==> src/rtl/msb_pe_decoder_if.sv <==
// Index stream in, decoded one-hot stream out: the handshake bundle around msb_pe_decoder.
`timescale 1ns/1ps
interface msb_pe_decoder_if #(
    parameter int IDX_W = 3
);
    localparam int OUT_W = 2 ** IDX_W;

    logic             in_valid;
    logic             in_ready;
    logic [IDX_W-1:0] in_idx;
    logic             out_valid;
    logic             out_ready;
    logic [OUT_W-1:0] out_onehot;
    logic [IDX_W-1:0] out_idx;

    modport master (
        output in_valid, in_idx, out_ready,
        input  in_ready, out_valid, out_onehot, out_idx
    );

    modport slave (
        input  in_valid, in_idx, out_ready,
        output in_ready, out_valid, out_onehot, out_idx
    );
endinterface

==> src/rtl/msb_pe_decoder.sv <==
// Two-entry FIFO of encoded indices, decoded to one-hot at the head, with a sticky
// record of every grant line delivered since reset or the last mask clear.
`timescale 1ns/1ps
module msb_pe_decoder #(
    parameter int IDX_W = 3,
    parameter int DEPTH = 2
) (
    input  logic                  clk,
    input  logic                  rst,
    msb_pe_decoder_if.slave       bus,
    input  logic                  mask_clr,
    output logic [2**IDX_W-1:0]   served_mask,
    output logic [1:0]            occupancy
);
    localparam int OUT_W = 2 ** IDX_W;

    generate
        if (DEPTH != 2) begin : g_bad_depth
            $error("msb_pe_decoder supports DEPTH == 2 only");
        end
    endgenerate

    typedef enum logic [1:0] {
        EMPTY = 2'd0,
        ONE   = 2'd1,
        FULL  = 2'd2
    } state_e;

    state_e           state_q, state_d;
    logic [IDX_W-1:0] head_q, head_d;
    logic [IDX_W-1:0] tail_q, tail_d;
    logic [OUT_W-1:0] mask_q, mask_d;
    logic [OUT_W-1:0] onehot;
    logic             head_valid;
    logic             push;
    logic             pop;

    // in_ready looks only at registered state, so there is no path from out_ready.
    assign bus.in_ready  = !rst && (state_q != FULL);
    assign head_valid    = (state_q != EMPTY);
    assign bus.out_valid = head_valid;

    assign push = bus.in_valid && bus.in_ready;
    assign pop  = head_valid && bus.out_ready;

    generate
        for (genvar gi = 0; gi < OUT_W; gi++) begin : g_decode
            assign onehot[gi] = head_valid && (head_q == IDX_W'(gi));
        end
    endgenerate

    assign bus.out_onehot = onehot;
    assign bus.out_idx    = head_valid ? head_q : '0;
    assign served_mask    = mask_q;
    assign occupancy      = state_q;

    always_comb begin
        state_d = state_q;
        head_d  = head_q;
        tail_d  = tail_q;
        case (state_q)
            EMPTY: begin
                if (push) begin
                    state_d = ONE;
                    head_d  = bus.in_idx;
                end
            end
            ONE: begin
                // Push and pop together: the new index replaces the departing head.
                if (push && pop) begin
                    head_d = bus.in_idx;
                end else if (push) begin
                    state_d = FULL;
                    tail_d  = bus.in_idx;
                end else if (pop) begin
                    state_d = EMPTY;
                    head_d  = '0;
                end
            end
            FULL: begin
                if (pop) begin
                    state_d = ONE;
                    head_d  = tail_q;
                    tail_d  = '0;
                end
            end
            default: begin
                state_d = EMPTY;
                head_d  = '0;
                tail_d  = '0;
            end
        endcase
    end

    // Clear is applied before the OR, so a line popped on the clear edge survives.
    always_comb begin
        mask_d = (mask_clr ? '0 : mask_q) | (pop ? onehot : '0);
    end

    always_ff @(posedge clk) begin
        if (rst) begin
            state_q <= EMPTY;
            head_q  <= '0;
            tail_q  <= '0;
            mask_q  <= '0;
        end else begin
            state_q <= state_d;
            head_q  <= head_d;
            tail_q  <= tail_d;
            mask_q  <= mask_d;
        end
    end
endmodule
==> src/flat_wrapper.sv <==
// flat-port wrapper written by rule: the top's interface ports become plain ports
module msb_pe_decoder_flat 
#(
    parameter int IDX_W = 3,
    parameter int DEPTH = 2
)
  (clk, rst, mask_clr, served_mask, occupancy, bus_in_valid, bus_in_idx, bus_out_ready, bus_in_ready, bus_out_valid, bus_out_onehot, bus_out_idx);
  msb_pe_decoder_if #(.IDX_W(IDX_W)) bus_i ();
  input  logic clk;
  input  logic rst;
  input  logic mask_clr;
  output logic [2**IDX_W-1:0] served_mask;
  output logic [1:0] occupancy;
  input wire logic [$bits(bus_i.in_valid)-1:0] bus_in_valid;
  input wire logic [$bits(bus_i.in_idx)-1:0] bus_in_idx;
  input wire logic [$bits(bus_i.out_ready)-1:0] bus_out_ready;
  output wire logic [$bits(bus_i.in_ready)-1:0] bus_in_ready;
  output wire logic [$bits(bus_i.out_valid)-1:0] bus_out_valid;
  output wire logic [$bits(bus_i.out_onehot)-1:0] bus_out_onehot;
  output wire logic [$bits(bus_i.out_idx)-1:0] bus_out_idx;
  assign bus_i.in_valid = bus_in_valid;
  assign bus_i.in_idx = bus_in_idx;
  assign bus_i.out_ready = bus_out_ready;
  assign bus_in_ready = bus_i.in_ready;
  assign bus_out_valid = bus_i.out_valid;
  assign bus_out_onehot = bus_i.out_onehot;
  assign bus_out_idx = bus_i.out_idx;
  msb_pe_decoder #(.IDX_W(IDX_W), .DEPTH(DEPTH)) u_core (.clk(clk), .rst(rst), .bus(bus_i), .mask_clr(mask_clr), .served_mask(served_mask), .occupancy(occupancy));
endmodule
==> config.mk <==
export PLATFORM = sky130hd
export DESIGN_NAME = msb_pe_decoder_flat
export DESIGN_NICKNAME = d
export VERILOG_FILES = /design/src/rtl/msb_pe_decoder_if.sv /design/src/rtl/msb_pe_decoder.sv /design/src/flat_wrapper.sv
export SDC_FILE = /design/constraint.sdc
export NUM_CORES = 1
export LEC_CHECK = 0
export BUFFER_PORTS_ARGS = -buffer_cell sky130_fd_sc_hd__buf_4
export CAP_MARGIN = 20
export CELL_PAD_IN_SITES_DETAIL_PLACEMENT = 0
export CELL_PAD_IN_SITES_GLOBAL_PLACEMENT = 2
export CORE_MARGIN = 4
export CORE_UTILIZATION = 29
export CTS_BUF_LIST = sky130_fd_sc_hd__clkbuf_16
export DETAILED_ROUTE_END_ITERATION = 8
export PLACE_DENSITY_LB_ADDON = 0.15
export SLEW_MARGIN = 30
export SYNTH_ARGS = -nofsm -noshare
export SYNTH_HDL_FRONTEND = slang
export SYNTH_SLANG_ARGS = --single-unit
==> constraint.sdc <==
create_clock -name clk -period 2.75 [get_ports clk]
set_input_delay 0.55 -clock clk [delete_from_list [all_inputs] [get_ports clk]]
set_output_delay 0.55 -clock clk [all_outputs]
set_load 0.02 [all_outputs]
==> impl_metrics.toml, run 1 <==
[clock_tree]
cts_resized = 0
cts_hold_buf = 0
cts.sinks = 16
cts_setup_buffers = 0
htree_num_levels = 1
clk_pin_slew_worst_paths_ns = 0.05
cts_tree = "done"
clk_latency_ns = 0.24
cts_root_buf = "clkbuf_16"
cts-buffers-inserted = 3
clockBufferDepth = 2

[finish]
layout.cells.non_filler = 162
diodes = 0
area_growth_pct = 33.5
final_area_um2 = 1170
nFillCells = 289
drive_gt1_share_pct = 26.7
final_util_pct = 41.6
nets = 141

[timing]
period_share_pct = 75.8
worst_slack_ns = 0.666
hold_violations = 0
slew_violations = 0
holdWs_ns = 0.453
tns_ns = 0
setup_viol = 0
fmax_mhz = 480
worst_pin_slew_ns = 0.532
fin_skew_ns = 0.00204
rsz0062_at_grt = "no"
period_needed_ns = 2.08
slew_headroom_pct = 64.5

[global_routing]
grt-busiest-layer = "met2"
first_global_vias = 769
met3_usage_pct = 4.50
grt_max_degree = 22
overflow = 0
track_usage_pct = 11.8
met1_usage_pct = 16.3
antenna_found_initial = 0
grt_pass1_wl_mm = 3.75
gr-usage-met2_pct = 16.3

[yosys]
mappedNetlistArea_um2 = 873
yosysTopAreaCellShare_pct = 36.7
ys_types = 29
synth_edf_count = 0
synthCells = 104
async_flop_share_pct = 0
syn_avg_cell_area_um2 = 8.40
syn_nets = 112
ys_ff_latch = 16
yosys.area.top_type = "dfxtp_1"
yosys_warnings = 0
synth_area_leaders = "dfxtp_1 (37%), nor2_1 (6.9%), a22oi_1 (6.0%)"
synth_flop_cell = "dfxtp_1"
yosysSeqAreaShare_pct = 36.7

[die]
rows = 19
start_util_pct = 31.1
fp.dieH_um = 62.9
die_area_um2 = 3950
io_pins = 31
core_um2 = 2810
die-width_um = 62.9

[placed_design]
post-place-ws_ns = 0.892
placed_cells = 159
portBuffers = 30
place.gp.congestion = 0.659
hpwl_mm = 1.62
dpl_cell_area_um2 = 1090

[route]
ant_nets = 0
drc = 0
routed_wl_mm = 2.24
vias_per_cell = 5.09
vias = 824
firstDrtPassIters = 5
wl_per_cell_um = 13.8
first_iter_violations = 25

[pwr]
pwr_density_cell_nw_per_um2 = 535
finalPower_mw = 0.624
p_leak_nw = 0.520
ir_drop_mv = 0.464

[critical_path]
arrival_ns = 1.53
cp.required_ns = 2.20
path_max_fanout = 8
end_kind = "output port"
critPathKind = "reg -> out"
start_kind = "flop"
rrSetupSlack_ns = 1.26

[run_status]
status = "completed"

[job]
cap_viol_max_count = 0

[hold_path]
hold_path.class = "reg -> reg"
[where the power goes]
group          switching (mW)  internal (mW)  total [mW]  leakage, nW
clock                  0.0832          0.190       0.274       0.0370
sequential            0.00940          0.239       0.249        0.130
combinational          0.0588         0.0429       0.102        0.353
[layer usage]
| layer | wire length (µm) | part of all wire (%) | vias up |
|---|---|---|---|
| met5 | 0 | 0 | - |
| met4 | 17 | 0.76 | 0 |
| met3 | 144 | 6.4 | 2 |
| met2 | 964 | 43 | 22 |
| met1 | 1120 | 50 | 374 |
| li1 | - | - | 426 |
[final timing paths]
kind | from | to | cells after the start
setup / recovery | u_core.head_q[2] | bus_out_onehot[4] | 3
hold / removal | u_core.tail_q[1] | u_core.tail_q[1] | 2
setup reg to reg | u_core.occupancy[0] | u_core.head_q[0] | 5
hold reg to reg | u_core.tail_q[1] | u_core.tail_q[1] | 2
[cell usage in the layout (no fill, tap or decap), drive strengths merged]
cell type | Yosys | layout
o22ai | 4 | 4
nor2 | 16 | 16
a22o | 1 | 1
nor3 | 3 | 3
and2b | 1 | 1
and2 | 6 | 6
inv | 6 | 6
a211o | 1 | 1
a22oi | 7 | 7
dfxtp | 16 | 16
a21oi | 6 | 6
or3b | 1 | 1
nor4 | 1 | 1
o21ai | 1 | 1
mux2i | 4 | 4
nor4b | 1 | 1
and3b | 1 | 1
nand4bb | 1 | 1
clkbuf | 1 | 3
o22a | 1 | 1
nor3b | 3 | 3
a32oi | 4 | 4
nand2 | 3 | 3
and3 | 1 | 1
buf | 7 | 32
nand4b | 3 | 3
nor2b | 4 | 4
[flip-flops by register name (all words and copies together), names as in the netlist]
| name | flops |
|---|---|
| u_core.served_mask | 8 |
| u_core.head_q | 3 |
| u_core.tail_q | 3 |
| u_core.occupancy | 2 |
[critical path: stages (launching register included)]
cell,delay (ns)
dfxtp_1,0.45
nor3b_1,0.50
nor2b_1,0.19
buf_4,0.15
[Yosys cell counts, types with 2 or more instances]
cell and number:
a21oi_1 6, a22oi_1 7, a32oi_1 4, and2_1 6, buf_4 4, buf_6 2, dfxtp_1 16, inv_1 6
mux2i_1 4, nand2_1 3, nand4b_1 3, nor2_1 16, nor2b_1 4, nor3_1 3, nor3b_1 3, o22ai_1 4
[cell type report]
type	instances	area (µm²)	area share [%]
Timing Repair Buffer	32	240	20.6
Tap cell	31	38.8	3.33
Sequential cell	16	320	27.5
Multi-Input combinational cell	74	469	40.2
Clock buffer	3	75.1	6.44
Inverter	6	22.5	1.93
[cells by family (layout without fill, tap and decap cells)]
logic type / after synthesis / in the layout / share of synthesized area [%]
AND/OR/NAND/NOR: 45 / 45 / 29.2
AO/OA/AOI/OAI: 25 / 25 / 19.9
flip-flops: 16 / 16 / 36.7
buffers and inverters: 14 / 41 / 9.60
multiplexers: 4 / 4 / 4.58
Power figures use the tool's default switching activity.
==> run 2, diff against run 1 <==
- CORE_UTILIZATION: 29 -> 24
- clock period: 2.75 -> 1.7 ns (I/O delays scaled with it)
==> run 2 against run 1 <==
Against the previous run: design area is 6.9% higher; total power is 63% higher; setup slack worse by 0.59 ns; register-to-register slack worse by 1.1 ns; first-iteration DRC count is 64% higher; final cell count is 11% higher; routed wire length is 7.0% higher; global-route usage is 0.80 points lower; clock skew is 0.0010 ns lower; sequential share of layout area is 1.2 points lower; die area is 18% higher; critical endpoint is now bus_out_onehot[7].
==> impl_metrics.toml, run 2 (synthesis gave the netlist of run 1 again) <==
[placed_design]
dpl_cell_area_um2 = 1130
placed_cells = 176
portBuffers = 30
post-place-ws_ns = 0.178
hpwl_mm = 1.74
place.gp.congestion = 0.714

[finish]
final_area_um2 = 1250
final_util_pct = 36.5
diodes = 0
nFillCells = 372
nets = 144
area_growth_pct = 42.7
layout_common_cells = "buf_4 (34), nor2_1 (14), dfxtp_1 (12), a22oi_1 (7)"
drive_gt1_share_pct = 36.6
largest_reg_flops = 8
final_common_cell = "buf_4"
layout.cells.non_filler = 180

[die]
core_um2 = 3420
rows = 21
io_pins = 31
die-width_um = 68.3
die_area_um2 = 4670
start_util_pct = 25.6
fp.dieH_um = 68.3

[timing]
fmax_mhz = 616
worst_slack_ns = 0.0762
slew_violations = 0
fin_skew_ns = 0.00101
setup_viol = 0
period_share_pct = 95.5
slew_headroom_pct = 68.2
worst_pin_slew_ns = 0.477
tns_ns = 0
period_needed_ns = 1.62
hold_violations = 0
rsz0062_at_grt = "no"
holdWs_ns = 0.313

[pwr]
switching_share_pct = 24.2
finalPower_mw = 1.02
p_sw_mw = 0.247
p_int_mw = 0.771
combPwrFrac_pct = 17.1
pwr_density_cell_nw_per_um2 = 816
ir_drop_mv = 0.451
p_clk_share_pct = 43.0
pwr-share-seq_pct = 39.9
p_leak_nw = 0.540

[route]
vias = 828
wl_per_cell_um = 13.3
routed_wl_mm = 2.40
ant_nets = 0
firstDrtPassIters = 4
vias_per_cell = 4.60
first_iter_violations = 41
drc = 0

[critical_path]
critPathSlowestCell = "dfxtp_2"
path_max_fanout = 4
critPathKind = "reg -> out"
start_kind = "flop"
cpPeakStageDelay_ns = 0.33
crit-reg2reg-launch = "u_core.occupancy[0]"
critical-path-top-delay-family = "simple AND/OR/NAND/NOR gates"
arrival_ns = 1.28
cp.depth = 5
reg2reg_depth = 5
cp.required_ns = 1.36
startpoint = "u_core.occupancy[1]"
crit_path_cell_trace = "nor2_4 -> inv_2 -> and3_4 -> and2_1 -> buf_4"
end_kind = "output port"
critPathBufInv = 2

[global_routing]
first_global_vias = 792
overflow = 0
grt_max_degree = 18
antenna_found_initial = 0
grt_pass1_wl_mm = 3.84
track_usage_pct = 11.0

[clock_tree]
cts.sinks = 16
cts_tree = "done"
cts_root_buf = "clkbuf_16"
htree_num_levels = 1
cts_hold_buf = 0
clk_pin_slew_worst_paths_ns = 0.05
cts-buffers-inserted = 3
clk_latency_ns = 0.24
clockBufferDepth = 2

[job]
cap_viol_max_count = 0

[hold_path]
hold_path.class = "in -> reg"
hold_path_depth = 2
min_from = "rst"

[run_status]
status = "completed"
-- run 2: cell types whose count changed in the layout (fill, tap and decap cells not counted), moves of 2 or more --
cell     delta
nor2_1      -2
buf_4       +2
dfxtp_2     +3
dfxtp_1     -4
-- run 2: per-layer routing --
metal / track usage [%] / wire length [µm]
met2: 16.8 / 1040
met3: 4.11 / 161
met4: 1.49 / 0
met5: 0 / 0
met1: 14.9 / 1200
-- run 2: power by group through the flow --
| stage | sequential [mW] | clock (mW) | combinational [mW] |
|---|---|---|---|
| 5_1_grt | 0.408 | 0.477 | 0.192 |
| 3_3_place_gp | 0.410 | 0 | 0.171 |
| 2_1_floorplan | 0.409 | 0 | 0.110 |
| 4_1_cts | 0.403 | 0.459 | 0.173 |
| 3_5_place_dp | 0.410 | 0 | 0.171 |
| 6_report | 0.406 | 0.437 | 0.174 |
-- run 2: final timing paths --
kind,end,slack (ns)
hold reg to reg,u_core.tail_q[2],0.45
setup / recovery,bus_out_onehot[7],0.08
hold / removal,u_core.tail_q[1],0.31
setup reg to reg,u_core.head_q[1],0.19
-- run 2: cell type report --
| cell class | count | area, µm² | share of cell area [%] |
|---|---|---|---|
| repair buffers | 35 | 267 | 21.4 |
| well taps | 46 | 57.6 | 4.62 |
| clock buffers | 3 | 75.1 | 6.02 |
| inverters | 6 | 22.5 | 1.81 |
| multi-input cells | 74 | 497 | 39.9 |
| flip-flops and latches | 16 | 328 | 26.3 |
-- run 2: timing repair --
item                                    4_1_cts  5_1_grt
setup buffers                                 1        0
pin swaps                                     2        1
resized for setup                             4       10
endpoints found under the setup margin        3        6
